--- src/rtl/ball_game_ctrl.sv ---
// Frame-synchronous game sequencer: IDLE/SERVE/PLAY/PAUSE flow, per-frame update strobe,
// bounce counting and speed levels. Define LEVEL_SPEEDUP_EN to enable level accounting and step boost.
module ball_game_ctrl #(
  parameter int unsigned SERVE_FRAMES      = 60,
  parameter int unsigned BOUNCES_PER_LEVEL = 8,
  parameter int unsigned MAX_LEVEL         = 7
) (
  input  logic       clk_in,
  input  logic       rst,
  input  logic       vs_in,
  input  logic       start_in,
  input  logic       pause_in,
  input  logic [3:0] hit_in,
  input  logic [3:0] x_step_sw,
  input  logic [3:0] y_step_sw,
  output logic       upd_stb,
  output logic [3:0] x_step_out,
  output logic [3:0] y_step_out,
  output logic [2:0] level,
  output logic [7:0] bounce_cnt,
  output logic [1:0] state_out
);

  typedef enum logic [1:0] {
    ST_IDLE  = 2'b00,
    ST_SERVE = 2'b01,
    ST_PLAY  = 2'b10,
    ST_PAUSE = 2'b11
  } state_t;

  localparam logic [7:0] SERVE_LOAD = 8'(SERVE_FRAMES - 1);

  if (SERVE_FRAMES < 1 || SERVE_FRAMES > 255) begin : g_bad_serve
    $error("SERVE_FRAMES out of range 1..255");
  end
  if (BOUNCES_PER_LEVEL < 4 || BOUNCES_PER_LEVEL > 63) begin : g_bad_bpl
    $error("BOUNCES_PER_LEVEL out of range 4..63");
  end
  if (MAX_LEVEL > 7) begin : g_bad_max
    $error("MAX_LEVEL out of range 0..7");
  end

  state_t     state;
  logic       vs_d;
  logic       start_d;
  logic [7:0] serve_cnt;
  logic [3:0] base_x;
  logic [3:0] base_y;

  logic       tick;
  logic       start_edge;
  logic [2:0] pc;
  logic [8:0] bounce_sum;
  logic [7:0] bounce_next;

  assign state_out = state;

  always_comb begin
    tick        = vs_d & ~vs_in;
    start_edge  = start_in & ~start_d;
    pc          = 3'(hit_in[0]) + 3'(hit_in[1]) + 3'(hit_in[2]) + 3'(hit_in[3]);
    bounce_sum  = {1'b0, bounce_cnt} + 9'(pc);
    bounce_next = bounce_sum[8] ? 8'hFF : bounce_sum[7:0];
  end

`ifdef LEVEL_SPEEDUP_EN
  localparam logic [6:0] BPL     = 7'(BOUNCES_PER_LEVEL);
  localparam logic [2:0] LVL_MAX = 3'(MAX_LEVEL);

  logic [5:0] lvl_cnt;
  logic [6:0] lvl_sum;
  logic       lvl_wrap;
  logic [4:0] x_sum;
  logic [4:0] y_sum;
  logic [3:0] x_eff;
  logic [3:0] y_eff;

  always_comb begin
    lvl_sum  = {1'b0, lvl_cnt} + 7'(pc);
    lvl_wrap = (lvl_sum >= BPL);
    x_sum    = {1'b0, base_x} + {2'b00, level};
    y_sum    = {1'b0, base_y} + {2'b00, level};
    x_eff    = x_sum[4] ? 4'hF : x_sum[3:0];
    y_eff    = y_sum[4] ? 4'hF : y_sum[3:0];
  end
`else
  logic [3:0] x_eff;
  logic [3:0] y_eff;

  assign level = '0;

  always_comb begin
    x_eff = base_x;
    y_eff = base_y;
  end
`endif

  always_ff @(posedge clk_in) begin
    if (rst) begin
      state      <= ST_IDLE;
      vs_d       <= 1'b1;
      start_d    <= 1'b0;
      upd_stb    <= 1'b0;
      serve_cnt  <= '0;
      base_x     <= 4'd1;
      base_y     <= 4'd1;
      x_step_out <= 4'd1;
      y_step_out <= 4'd1;
      bounce_cnt <= '0;
`ifdef LEVEL_SPEEDUP_EN
      level      <= '0;
      lvl_cnt    <= '0;
`endif
    end else begin
      vs_d       <= vs_in;
      start_d    <= start_in;
      upd_stb    <= 1'b0;
      // Steps follow the registered level, so they trail a level change by one cycle.
      x_step_out <= x_eff;
      y_step_out <= y_eff;

      if (start_edge) begin
        // A restart wins over a same-cycle frame tick; no strobe is issued.
        state      <= ST_SERVE;
        base_x     <= (x_step_sw == 4'd0) ? 4'd1 : x_step_sw;
        base_y     <= (y_step_sw == 4'd0) ? 4'd1 : y_step_sw;
        bounce_cnt <= '0;
        serve_cnt  <= SERVE_LOAD;
`ifdef LEVEL_SPEEDUP_EN
        level      <= '0;
        lvl_cnt    <= '0;
`endif
      end else if (tick) begin
        unique case (state)
          ST_SERVE: begin
            if (!pause_in) begin
              if (serve_cnt == 8'd0) state <= ST_PLAY;
              else serve_cnt <= serve_cnt - 8'd1;
            end
          end
          ST_PLAY: begin
            if (pause_in) begin
              state <= ST_PAUSE;
            end else begin
              upd_stb    <= 1'b1;
              bounce_cnt <= bounce_next;
`ifdef LEVEL_SPEEDUP_EN
              // At most one level per frame; the remainder carries into the next level.
              if (lvl_wrap) begin
                lvl_cnt <= 6'(lvl_sum - BPL);
                if (level < LVL_MAX) level <= level + 3'd1;
              end else begin
                lvl_cnt <= lvl_sum[5:0];
              end
`endif
            end
          end
          ST_PAUSE: begin
            if (!pause_in) state <= ST_PLAY;
          end
          default: begin
          end
        endcase
      end
    end
  end

endmodule

--- config.mk ---
export PLATFORM = sky130hd
export DESIGN_NAME = ball_game_ctrl
export DESIGN_NICKNAME = d
export VERILOG_FILES = /design/src/rtl/ball_game_ctrl.sv
export SDC_FILE = /design/constraint.sdc
export NUM_CORES = 1
export LEC_CHECK = 0
export ABC_AREA = 1
export CORE_MARGIN = 2
export CORE_UTILIZATION = 54
export DETAILED_ROUTE_END_ITERATION = 8
export GPL_ROUTABILITY_DRIVEN = 0
export GPL_TIMING_DRIVEN = 0
export HOLD_SLACK_MARGIN = 0.02
export PLACE_DENSITY = 0.83
export SLEW_MARGIN = 20
export SYNTH_ARGS = -nofsm -noshare
export SYNTH_HDL_FRONTEND = slang
export SYNTH_SLANG_ARGS = --single-unit
--- constraint.sdc ---
create_clock -name clk_in -period 7.35 [get_ports clk_in]
set_input_delay 1.47 -clock clk_in [delete_from_list [all_inputs] [get_ports clk_in]]
set_output_delay 1.47 -clock clk_in [all_outputs]
set_load 0.05 [all_outputs]
==> flow_metrics.py, run 1 <==
metrics = {
    "status": {
        "status": "finished, final reports clean",
    },
    "floorplanning": {
        "fp.dieH_um": 61.6,
        "fp-row-count": 20,
        "dieArea_mm2": 0.00379,
        "die_x_um": 61.6,
        "start_util_pct": 57.7,
        "core_mm2": 0.00310,
        "io_pins": 39,
    },
    "pwr": {
        "pwr_density_cell_mw_per_mm2": 181,
        "p_total_mw": 0.410,
        "p_leak_nw": 0.988,
        "vdd_drop_max_mv": 0.132,
    },
    "logic_synthesis": {
        "syn_inst": 224,
        "synth.avg_cell_area_um2": 7.99,
        "synth_cell_types": 33,
        "ys_seq_area_share_pct": 41.4,
        "syn_area_mm2": 0.00179,
        "yosys_warnings": 0,
        "ys_ff_latch": 37,
    },
    "sta": {
        "timing.hold.ws_ns": 0.436,
        "fmax_ghz": 0.272,
        "finalSetupViolCount": 0,
        "slew_violations": 0,
        "fin_ws_ns": 3.67,
        "tightest_slew_ns": 0.509,
        "period_minus_slack_ns": 3.68,
        "final_hold_viol_count": 0,
        "fin_crit_sh_pct": 50.0,
        "clock_skew_ns": 0.0143,
        "rsz0062_at_grt": "no",
        "fin_setup_tns_ns": 0,
        "worst_slew_margin_rel_pct": 66.0,
    },
    "finish": {
        "layout-drive-gt1-share_pct": 12.6,
        "fillers": 254,
        "utilization_pct": 73.1,
        "diodes": 0,
        "syn_to_final_growth_pct": 26.7,
        "fin_area_mm2": 0.00227,
        "fin_cells": 313,
        "nets": 294,
    },
    "clock_tree": {
        "cts.root.buffer_cell": "clkbuf_4",
        "cts.sinks": 37,
        "insertion_delay_ns": 0.35,
        "cts_max_level": 2,
        "clock_path_buffers": 2,
        "clkTransAtPathRegs_ns": 0.12,
        "cts_hold_buf": 0,
        "tritoncts": "done",
        "cts-buffers-inserted": 5,
        "cts_resized": 0,
        "cts_setup_buffers": 0,
    },
    "global_route": {
        "antenna_found_initial": 0,
        "grt_max_degree": 13,
        "met3_usage_pct": 9.45,
        "gr-usage-all-layers_pct": 21.6,
        "grt_first_pass_wirelength_mm": 5.87,
        "grt_overflow": 0,
        "grt_use_met2_pct": 33.2,
        "grt_pass1_vias": 1332,
        "use_met1_pct": 27.1,
        "grt.busiest_layer": "met2",
    },
    "flow_run": {
        "drv_cap": 0,
    },
    "hold_path": {
        "hold_start": "base_y[1]$_SDFFE_PP0P_",
        "holdPathStages": 2,
        "min_to": "y_step_out[1]$_SDFF_PP0_",
        "hp-class": "reg2reg",
    },
    "setup_path": {
        "worstPathMaxFanout": 4,
        "rr_endpoint": "bounce_cnt[3]$_SDFFE_PP0P_",
        "required_ns": 7.66,
        "r2r-start": "bounce_cnt[0]$_SDFFE_PP0P_",
        "startpoint_type": "primary input",
        "critPathKind": "in2reg",
        "critPathCaptureType": "flop",
        "r2r_slack_ns": 5.34,
        "ff2ff_path_depth": 10,
        "arrival_ns": 3.98,
    },
    "placed_design": {
        "port_buffers": 35,
        "dp_cells": 305,
        "place_area_mm2": 0.00220,
        "place_ws_ns": 3.29,
        "hpwl_mm": 2.64,
    },
    "detailed_routing": {
        "via_count": 1512,
        "ant_nets": 0,
        "wirelength_mm": 3.53,
        "dr.pass1.iters": 4,
        "post-route-drc-count": 0,
        "drtIter0Drc": 102,
        "viasPerCell": 4.83,
        "routedWlPerCell_um": 11.3,
    },
}
[sequential cells by signal, summed over array words and instances (netlist names)]
signal	count
base_y	4
upd_stb	1
y_step_out	4
serve_cnt	8
base_x	4
x_step_out	4
bounce_cnt	8
start_d	1
vs_d	1
state_out	2
[cells by family after synthesis]
family	after synthesis	synth area share (%)
DFF	37	41.4
AOI/OAI and AO/OA	40	12.0
adders and majority gates	9	7.55
and+or+nand+nor	88	26.6
buffers and inverters	45	10.2
xor gates and xnor gates	4	1.96
other	1	0.210
[critical path, cell delays in order]
cell,delay (ns)
clkdlybuf4s50_1,0.43
fa_1,0.54
inv_1,0.05
fa_1,0.38
inv_1,0.08
fa_1,0.23
nand2_1,0.08
nor3_2,0.27
nand3_1,0.21
nand2_1,0.12
o21ai_1,0.06
inv_1,0.07
[worst max-delay path by stage]
stage	from	to	depth (start not counted)
6_report	hit_in[0]	bounce_cnt[3]$_SDFFE_PP0P_	12
5_1_grt	hit_in[0]	bounce_cnt[3]$_SDFFE_PP0P_	12
4_1_cts	hit_in[0]	bounce_cnt[3]$_SDFFE_PP0P_	12
3_5_place_dp	hit_in[0]	bounce_cnt[3]$_SDFFE_PP0P_	12
3_3_place_gp	hit_in[0]	bounce_cnt[3]$_SDFFE_PP0P_	12
2_1_floorplan	hit_in[0]	bounce_cnt[4]$_SDFFE_PP0P_	11
[cell usage in the layout, fill, tap and decap left out, types with 2 or more instances in the layout]
cell type        netlist  final
xor2_1                 4      4
fa_1                   3      3
clkbuf_4               0      5
inv_2                  4      4
a31oi_1                2      2
nand3_1                8      8
nor2_4                 2      2
buf_4                  3      3
nand2_1               29     29
clkdlybuf4s50_1        0     35
nand4_1                5      5
inv_1                 34     34
nor4_1                 2      2
o21ai_0               12     12
conb_1                 1      3
o21ai_1                4      4
nand2_2                4      4
nor3_1                 3      3
nor2_2                 3      3
nor2_1                22     22
o211ai_1               2      2
a21oi_1               18     18
nand3_2                2      2
ha_1                   6      6
dfxtp_1               37     37
nor2_8                 3      3
clkbuf_1               3      3
[routing by layer]
metal	wire length (um)	share of wire, %
met2	1690	48
met5	0	0
met1	1690	48
met3	109	3.1
met4	42	1.2
[synth_stat cells (all sizes together)]
library cell | count | area, um2
nand3 | 10 | 60.1
o311ai | 1 | 8.76
ha | 6 | 75.1
inv | 39 | 149
conb | 1 | 3.75
nand2 | 34 | 145
a31oi | 2 | 12.5
or2 | 2 | 12.5
nor3 | 4 | 25.0
xor2 | 4 | 35.0
clkbuf | 3 | 11.3
fa | 3 | 60.1
o211ai | 2 | 15.0
nor4 | 2 | 12.5
a21oi | 18 | 90.1
nand4 | 5 | 31.3
o21ai | 17 | 88.8
nor2 | 30 | 184
and3 | 1 | 6.26
dfxtp | 37 | 741
buf | 3 | 22.5
[layout make-up]
class	instances	area (um2)	area share, %
Buffer	6	33.8	1.49
Timing Repair Buffer	35	350	15.5
Multi-Input combinational cell	144	873	38.5
Clock buffer	6	51.3	2.26
Tap cell	44	55.1	2.43
Sequential cell	37	741	32.7
Clock inverter	2	13.8	0.607
Inverter	39	149	6.57
[where the power goes]
| part | internal [mW] | switching, mW |
|---|---|---|
| Sequential | 0.210 | 0.00433 |
| Combinational | 0.0305 | 0.0500 |
| Clock | 0.0466 | 0.0688 |
| Total | 0.287 | 0.123 |
Note: power is estimated with default switching activity, not from simulation.
==> inputs of run 2 (changes only) <==
- CORE_UTILIZATION: 54 -> 50
- PLACE_DENSITY: 0.83 -> 0.78
- clock period: 7.35 -> 3.7 ns (I/O delays scaled with it)
==> flow_metrics.py, run 2 (same netlist as run 1, synthesis figures left out) <==
metrics = {
    "setup_path": {
        "slowest_stage": "fa_1",
        "crit_path_cell_trace": "clkdlybuf4s50_1, fa_1, inv_1, fa_1, inv_1, fa_1, nand2_1, nor3_2, nand3_1, nand3_1, nand2_1, inv_1",
        "worstPathMaxFanout": 4,
        "required_ns": 4.00,
        "crit_cells": 12,
        "startpoint_type": "primary input",
        "critPathCaptureType": "flop",
        "critPathTopFamily": "adder cells",
        "crit_buf_inv": 4,
        "slowest_delay_ns": 0.54,
        "ff2ff_path_depth": 10,
        "critPathKind": "in2reg",
        "arrival_ns": 3.22,
    },
    "sta": {
        "fmax_ghz": 0.343,
        "slew_violations": 0,
        "period_minus_slack_ns": 2.92,
        "fin_setup_tns_ns": 0,
        "final_hold_viol_count": 0,
        "fin_crit_sh_pct": 78.8,
        "worst_slew_margin_rel_pct": 66.6,
        "tightest_slew_ns": 0.499,
        "clock_skew_ns": 0.00706,
        "timing.hold.ws_ns": 0.441,
        "finalSetupViolCount": 0,
        "rsz0062_at_grt": "no",
    },
    "clock_tree": {
        "insertion_delay_ns": 0.35,
        "cts.sinks": 37,
        "cts_hold_buf": 0,
        "clkTransAtPathRegs_ns": 0.12,
        "cts-buffers-inserted": 5,
        "cts_setup_buffers": 0,
        "cts.root.buffer_cell": "clkbuf_4",
        "cts_max_level": 2,
        "clock_path_buffers": 2,
        "cts_resized": 0,
        "tritoncts": "done",
    },
    "detailed_routing": {
        "post-route-drc-count": 0,
        "dr.pass1.iters": 5,
        "routedWlPerCell_um": 10.7,
        "ant_nets": 0,
        "wirelength_mm": 3.36,
        "via_count": 1518,
        "drtIter0Drc": 47,
        "viasPerCell": 4.82,
    },
    "floorplanning": {
        "core_mm2": 0.00339,
        "dieArea_mm2": 0.00407,
        "io_pins": 39,
        "fp.dieH_um": 63.8,
        "start_util_pct": 52.8,
        "die_x_um": 63.8,
        "fp-row-count": 21,
    },
    "finish": {
        "nets": 294,
        "final_common_cell": "dfxtp_1",
        "reg.largest.list": "bounce_cnt (8), serve_cnt (8)",
        "syn_to_final_growth_pct": 27.9,
        "layout-drive-gt1-share_pct": 12.6,
        "layout_common_cells": "dfxtp_1 (37), clkdlybuf4s50_1 (35), inv_1 (34), nand2_1 (29), nor2_1 (22)",
        "diodes": 0,
        "utilization_pct": 67.5,
        "fin_area_mm2": 0.00229,
    },
    "placed_design": {
        "place_area_mm2": 0.00220,
        "hpwl_mm": 2.51,
        "port_buffers": 35,
    },
    "global_route": {
        "grt_first_pass_wirelength_mm": 6.09,
        "grt_overflow": 0,
        "antenna_found_initial": 0,
        "grt_pass1_vias": 1460,
        "gr-usage-all-layers_pct": 18.5,
        "grt_max_degree": 14,
    },
    "pwr": {
        "vdd_drop_max_mv": 0.289,
        "p_switching_mw": 0.249,
        "p_clk_share_pct": 32.9,
        "internal_power_mw": 0.620,
        "swShare_pct": 28.7,
        "seqPwrFrac_pct": 49.0,
        "combPwrFrac_pct": 18.1,
        "p_leak_nw": 0.992,
        "p_total_mw": 0.869,
        "pwr_density_cell_mw_per_mm2": 380,
    },
    "hold_path": {
        "hp-class": "reg2reg",
        "holdPathStages": 2,
    },
    "flow_run": {
        "drv_cap": 0,
    },
    "status": {
        "status": "finished, final reports clean",
    },
}
[run 2: changes by cell type in the layout (fill, tap and decap cells not counted)]
| cell | before | now |
|---|---|---|
| clkinvlp_4 | 0 | 1 |
| clkinv_2 | 1 | 0 |
| bufinv_16 | 0 | 1 |
| clkbuf_8 | 1 | 0 |
[run 2: per-stage QoR]
| stage | setup slack, ns | cells |
|---|---|---|
| CTS | 0.768 | 315 |
| floorplan | 1.05 | 226 |
| finish | 0.783 | 315 |
| detailed placement | 0.409 | 307 |
| global route | 0.575 | 315 |
| global placement | 0.427 | 307 |
[run 2: path summary, 6_finish.rpt]
check                        startpoint                          to  slack, ns
max                           hit_in[0]  bounce_cnt[4]$_SDFFE_PP0P_       0.78
min              base_x[2]$_SDFFE_PP0P_    x_step_out[2]$_SDFF_PP0_       0.44
min reg2reg      base_x[2]$_SDFFE_PP0P_    x_step_out[2]$_SDFF_PP0_       0.44
max reg2reg  bounce_cnt[0]$_SDFFE_PP0P_  bounce_cnt[4]$_SDFFE_PP0P_       1.74
[run 2: layer usage]
| metal | vias to the layer above | GRT usage (%) | share of wire (%) |
|---|---|---|---|
| li1 | 793 | - | - |
| met1 | 690 | 21.4 | 46 |
| met2 | 30 | 33.7 | 50 |
| met3 | 5 | 5.28 | 3.7 |
| met4 | 0 | 3.26 | 0.80 |
| met5 | - | 0 | 0 |
[run 2: cell type report]
type / count / area [um2]
buffer: 6 / 33.8
clock buffer: 5 / 37.5
clock inverter: 3 / 46.3
fill: 303 / 1100
inverter: 39 / 149
multi-input combinational: 144 / 873
sequential: 37 / 741
tap: 46 / 57.6
timing repair buffer: 35 / 350
[run 2: power groups by stage]
stage / sequential (mW) / clock [mW] / combinational [mW]
floorplan: 0.453 / 0 / 0.0912
global placement: 0.434 / 0 / 0.156
finish: 0.426 / 0.286 / 0.157
detailed placement: 0.435 / 0 / 0.158
CTS: 0.426 / 0.293 / 0.159
global route: 0.428 / 0.314 / 0.175
[run 2: worst register-to-register path: stages, from the launching register on]
cell	delay (ns)
dfxtp_1	0.36
inv_1	0.06
fa_1	0.41
inv_1	0.08
fa_1	0.21
nand2_1	0.08
nor3_2	0.27
nand3_1	0.21
nand3_1	0.13
nand2_1	0.05
inv_1	0.06
